==> src/rtl/write_only_register.sv <==
// -----------------------------------------------------------------------------
// write_only_register
//
// Processor-facing write-only register with a small queue toward I/O logic.
// A qualified write merges data into a shadow register under a bit mask.
// The merged value is also queued for the I/O side, which drains the queue
// one entry at a time with IO_Ack.
//
// Optional build macro:
//   WOR_READBACK_EN - when defined, Sys_RdData returns the shadow register.
//                     When undefined, Sys_RdData is tied to zero.
//
// Ports:
//   Clock           - single clock for both the processor side and the I/O side
//   Reset           - asynchronous, active-high reset
//   Sys_RegSelect   - register addressed by the processor this cycle
//   Sys_WrEn        - write strobe, qualified by Sys_RegSelect
//   Sys_WrData      - write data
//   Sys_WrMask      - per-bit merge mask (1 = take new data, 0 = keep shadow bit)
//   Sys_StatusClear - clears the sticky overflow flag
//   Sys_RdData      - shadow readback (zero unless WOR_READBACK_EN)
//   Sys_Full        - queue holds FIFO_DEPTH entries
//   Sys_Overflow    - sticky flag, set when a write could not be queued
//   Sys_Level       - current queue occupancy
//   IO_Data         - head entry, or the last delivered value when empty
//   IO_Valid        - IO_Data holds an undelivered entry
//   IO_Ack          - I/O logic consumes the head entry
// -----------------------------------------------------------------------------
module write_only_register #(
    parameter int                    DATA_WIDTH  = 32,
    parameter logic [DATA_WIDTH-1:0] RESET_VALUE = '0,
    parameter int                    FIFO_DEPTH  = 4
) (
    input  logic                          Clock,
    input  logic                          Reset,
    input  logic                          Sys_RegSelect,
    input  logic                          Sys_WrEn,
    input  logic [DATA_WIDTH-1:0]         Sys_WrData,
    input  logic [DATA_WIDTH-1:0]         Sys_WrMask,
    input  logic                          Sys_StatusClear,
    output logic [DATA_WIDTH-1:0]         Sys_RdData,
    output logic                          Sys_Full,
    output logic                          Sys_Overflow,
    output logic [$clog2(FIFO_DEPTH):0]   Sys_Level,
    output logic [DATA_WIDTH-1:0]         IO_Data,
    output logic                          IO_Valid,
    input  logic                          IO_Ack
);

    localparam int PTR_W = $clog2(FIFO_DEPTH);
    localparam int LVL_W = PTR_W + 1;
    localparam logic [LVL_W-1:0] DEPTH_LVL = LVL_W'(FIFO_DEPTH);

    logic [DATA_WIDTH-1:0] shadow;
    logic [DATA_WIDTH-1:0] last_popped;
    logic [DATA_WIDTH-1:0] merged;
    logic [DATA_WIDTH-1:0] mem [FIFO_DEPTH];
    logic [PTR_W-1:0]      wr_ptr;
    logic [PTR_W-1:0]      rd_ptr;
    logic [LVL_W-1:0]      level;
    logic                  overflow;
    logic                  write;
    logic                  pop;
    logic                  push;
    logic                  full;
    logic                  empty;

    // Full/empty come from the occupancy count, because the pointers are
    // equal both when the queue is empty and when it is full.
    assign write  = Sys_RegSelect & Sys_WrEn;
    assign empty  = (level == '0);
    assign full   = (level == DEPTH_LVL);
    assign pop    = IO_Ack & ~empty;
    // A pop in the same cycle frees the slot, so a write to a full queue
    // is still accepted.
    assign push   = write & (~full | pop);
    assign merged = (shadow & ~Sys_WrMask) | (Sys_WrData & Sys_WrMask);

    // The shadow register always takes the merge, even when the write is dropped.
    always_ff @(posedge Clock or posedge Reset) begin
        if (Reset) begin
            shadow <= RESET_VALUE;
        end else if (write) begin
            shadow <= merged;
        end
    end

    // The storage array needs no reset: the pointers and the level decide
    // which entries are live.
    always_ff @(posedge Clock) begin
        if (push) begin
            mem[wr_ptr] <= merged;
        end
    end

    // The pointers wrap naturally because FIFO_DEPTH is a power of two.
    // On a pop, the head is kept in last_popped so IO_Data holds it once
    // the queue drains.
    always_ff @(posedge Clock or posedge Reset) begin
        if (Reset) begin
            wr_ptr      <= '0;
            rd_ptr      <= '0;
            level       <= '0;
            last_popped <= RESET_VALUE;
            overflow    <= 1'b0;
        end else begin
            if (push) begin
                wr_ptr <= wr_ptr + PTR_W'(1);
            end
            if (pop) begin
                rd_ptr      <= rd_ptr + PTR_W'(1);
                last_popped <= mem[rd_ptr];
            end
            case ({push, pop})
                2'b10:   level <= level + LVL_W'(1);
                2'b01:   level <= level - LVL_W'(1);
                default: level <= level;
            endcase
            // If a new overflow and a clear arrive together, the set wins.
            if (write && full && !pop) begin
                overflow <= 1'b1;
            end else if (Sys_StatusClear) begin
                overflow <= 1'b0;
            end
        end
    end

    assign Sys_Full     = full;
    assign Sys_Overflow = overflow;
    assign Sys_Level    = level;
    assign IO_Valid     = ~empty;
    assign IO_Data      = empty ? last_popped : mem[rd_ptr];

`ifdef WOR_READBACK_EN
    assign Sys_RdData = shadow;
`else
    assign Sys_RdData = '0;
`endif

endmodule

==> config.mk <==
export PLATFORM = sky130hd
export DESIGN_NAME = write_only_register
export DESIGN_NICKNAME = d
export VERILOG_FILES = /design/src/rtl/write_only_register.sv
export SDC_FILE = /design/constraint.sdc
export NUM_CORES = 1
export LEC_CHECK = 0
export CAP_MARGIN = 20
export CORE_UTILIZATION = 48
export DETAILED_ROUTE_END_ITERATION = 12
export PLACE_DENSITY = 0.76
export SLEW_MARGIN = 15
export SYNTH_ARGS = -nofsm -noshare
export SYNTH_HDL_FRONTEND = slang
export SYNTH_SLANG_ARGS = --single-unit
==> constraint.sdc <==
create_clock -name Clock -period 2.7 [get_ports Clock]
set_input_delay 0.27 -clock Clock [delete_from_list [all_inputs] [get_ports Clock]]
set_output_delay 0.27 -clock Clock [all_outputs]
set_load 0.1 [all_outputs]
==> flow_metrics.env <==
export IMPL_io_buffer_count=107
export IMPL_gr_usage_all_layers_pct=19.1
export IMPL_timing_setup_tns_ps=0
export IMPL_hold_class="in -> async"
export IMPL_drv_max_cap_violation_count=0
export IMPL_layoutNonFillerInstCount=944
export IMPL_gpl_final_weighted_congestion=0.762
export IMPL_synth_edff_count=128
export IMPL_drt_iter0_markers=332
export IMPL_clock_fmax_ghz=0.405
export IMPL_diodes=0
export IMPL_pwr_density_cell_nw_per_um2=1300
export IMPL_reg2reg_slack_ps=570
export IMPL_core_rowCount=48
export IMPL_drt_total_wl_um=16200
export IMPL_synth_simple_area_share_pct=10.0
export IMPL_yosysSeqAreaShare_pct=66.1
export IMPL_post_cts_resized_instances=0
export IMPL_fp_dieH_um=135
export IMPL_dpl_hpwl_um=10300
export IMPL_power_leakage_uw=0.00426
export IMPL_critical_path_required_ps=2430
export IMPL_grt_overflow_total=0
export IMPL_worst_slack_ps=233
export IMPL_dp_slack_ps=288
export IMPL_synth_async_sr_flop_share_pct=36.0
export IMPL_wire_per_inst_um=17.2
export IMPL_antenna_found_initial=0
export IMPL_synthesis_yosys_warnings=0
export IMPL_timing_critical_path_from_type="flop"
export IMPL_yosysUniqueCellTypes=36
export IMPL_number_of_global_route_vias_before_repair=4945
export IMPL_worst_skew_pair_late_latency_ps=430
export IMPL_drt_pass1_iterations=4
export IMPL_grt_max_degree=42
export IMPL_vdd_drop_max_mv=1.17
export IMPL_nFillCells=1267
export IMPL_status="finished, final reports clean"
export IMPL_die_width_um=135
export IMPL_grt_pass1_wl_um=25700
export IMPL_start_util_pct=49.2
export IMPL_clock_root_buffer="clkbuf_16"
export IMPL_synth_adder_area_share_pct=0.820
export IMPL_dominantRegCellSynth="edfxtp_1"
export IMPL_remaining_drc_errors=0
export IMPL_clock_sink_count=200
export IMPL_layout_cell_share_with_drive_strength_beyond_1_pct=26.4
export IMPL_timing_critical_path_slowest_cell_delay_ps=490
export IMPL_p_total_uw=13800
export IMPL_floorplan_die_area_um2=18300
export IMPL_syn_mean_instance_area_um2=14.3
export IMPL_h_tree_depth=4
export IMPL_synth_compound_area_share_pct=1.08
export IMPL_slew_viol_final=0
export IMPL_postRouteAntennaNets=0
export IMPL_path_clk_slew_ps=70
export IMPL_vias_per_cell=5.14
export IMPL_crit_slowest_cell="dfrtp_2"
export IMPL_fp_coreArea_um2=17400
export IMPL_dpl_cell_count=910
export IMPL_floorplan_io_pins=140
export IMPL_syn_to_final_growth_pct=24.3
export IMPL_final_report_hold_violation_count=0
export IMPL_largest_driver_fanout_on_the_critical_path=33
export IMPL_worst_setup_skew_after_layout_ps=7.95
export IMPL_worst_setup_path_end_kind="output pin"
export IMPL_num_nets_final=781
export IMPL_cts_buffers_inserted=17
export IMPL_synth_area_mux_share_pct=16.9
export IMPL_cts_root_to_sink_buffers=2
export IMPL_dominant_combinational_cell_family_by_area_after_synthesis="multiplexers"
export IMPL_cts_hold_buffers=0
export IMPL_worst_endpoint_arrival_ps=2200
export IMPL_setup_viol_count_final=0
export IMPL_grt_setup_unrepaired="false"
export IMPL_path_cells="nor3_4 -> buf_4 -> mux2_2 -> buf_12"
export IMPL_relSlewSlack_pct=41.4
export IMPL_cts_tree="built"
export IMPL_actual_slew_at_the_worst_max_slew_pin_ps=880
export IMPL_final_min_clock_period_ps=2470
export IMPL_final_min_period_over_clock_period_pct=91.4
export IMPL_flip_flop_and_latch_count_after_synthesis=200
export IMPL_critical_path_class="reg -> out"
export IMPL_post_synthesis_instance_area_um2=8540
export IMPL_yosys_area_share_xor_xnor_pct=0.410
export IMPL_post_synth_inst_count=598
export IMPL_via_count=4853
area by class of cell:
type,instances,area [µm²],share of cell area [%]
flip-flops and latches,200,5650,53.2
multi-input cells,360,2630,24.8
repair buffers,120,1490,14.0
clock buffers,29,531,4.99
well taps,225,282,2.65
inverters,7,27.5,0.259
clock inverters,3,13.8,0.130
through the flow:
stage | hold WS (ps) | instance area (µm²) | util, %
finish | 211 | 10600 | 61.2
global route | 231 | 10600 | 61.2
CTS | 219 | 10600 | 61.1
detailed placement | 457 | 10100 | 58.0
global placement | 451 | 10100 | 58.0
floorplan | 380 | 8680 | -
cells in the mapped netlist (2+ instances only):
library cell,n,share of area [%]
buf_4,33,2.9
a21oi_1,2,0.12
mux4_2,32,8.4
mux2_2,64,8.4
and3_2,2,0.18
and3_1,4,0.29
edfxtp_1,128,45
xnor2_1,4,0.41
nor4b_1,2,0.21
clkbuf_1,18,0.79
ha_1,4,0.59
buf_2,8,0.47
nand2_1,196,8.6
inv_1,7,0.31
dfrtp_1,72,21
nand3_1,2,0.12
path summary, 6_finish.rpt:
| check | start | to | depth (start not counted) |
|---|---|---|---|
| max in group asynchronous | Reset | rd_ptr[1] | 3 |
| hold / removal | Reset | shadow[28] | 2 |
| min in group Clock | Sys_StatusClear | Sys_Overflow | 2 |
| setup reg to reg | Sys_Level[0] | mem[1][19] | 2 |
| setup / recovery | Sys_Level[0] | IO_Data[23] | 4 |
| hold reg to reg | shadow[9] | shadow[9] | 2 |
placed cells by master (no fill, tap or decap), drive strengths merged:
master / instances
nand2: 196
edfxtp: 128
dfrtp: 72
clkdlybuf4s50: 69
mux2: 64
buf: 51
mux4: 32
conb: 32
clkbuf: 29
inv: 6
and3: 6
xnor2: 4
ha: 4
clkinv: 4
nand3: 2
a21oi: 2
nor4b: 2
nor3: 2
and2: 1
o31ai: 1
or4b: 1
o31a: 1
a22oi: 1
and4: 1
a211oi: 1
nor2: 1
o22ai: 1
or4: 1
a31oi: 1
a221oi: 1
o21ai: 1
fa: 1
routing by layer:
| layer | wire, µm | vias to the layer above | global-route usage (%) |
|---|---|---|---|
| li1 | - | 2258 | - |
| met1 | 6640 | 2424 | 23.0 |
| met2 | 8670 | 155 | 33.8 |
| met3 | 724 | 16 | 4.56 |
| met4 | 198 | 0 | 6.05 |
| met5 | 0 | - | 0 |
sequential cells by signal, summed over array words and instances (netlist names):
| signal | cells |
|---|---|
| Sys_Level | 3 |
| Sys_Overflow | 1 |
| last_popped | 32 |
| mem | 128 |
| rd_ptr | 2 |
| shadow | 32 |
| wr_ptr | 2 |
cells by family after synthesis:
group                    Yosys count
AND/OR/NAND/NOR                  213
flip-flops                       200
multiplexers                      96
buffers and inverters             69
AO/OA/AOI/OAI                     10
adder cells (fa/ha/maj)            5
XOR/XNOR                           4
other                              1
critical path, delay by kind of cell, from the launching register on:
kind / cells / cell delay, ps
muxes: 1 / 450
and+or+nand+nor: 1 / 190
DFF: 1 / 490
buffers and inverters: 2 / 620
what timing repair did:
action	4_1_cts	5_1_grt
buffers inserted	0	2
setup endpoints to repair	0	2
endpoints found under the hold margin	0	0
where the power goes:
part | switching, µW | total (µW) | internal (µW)
combinational | 4560 | 7170 | 2610
clock | 1020 | 2340 | 1320
sequential | 354 | 4270 | 3920
Note: power is estimated with default switching activity, not from simulation.
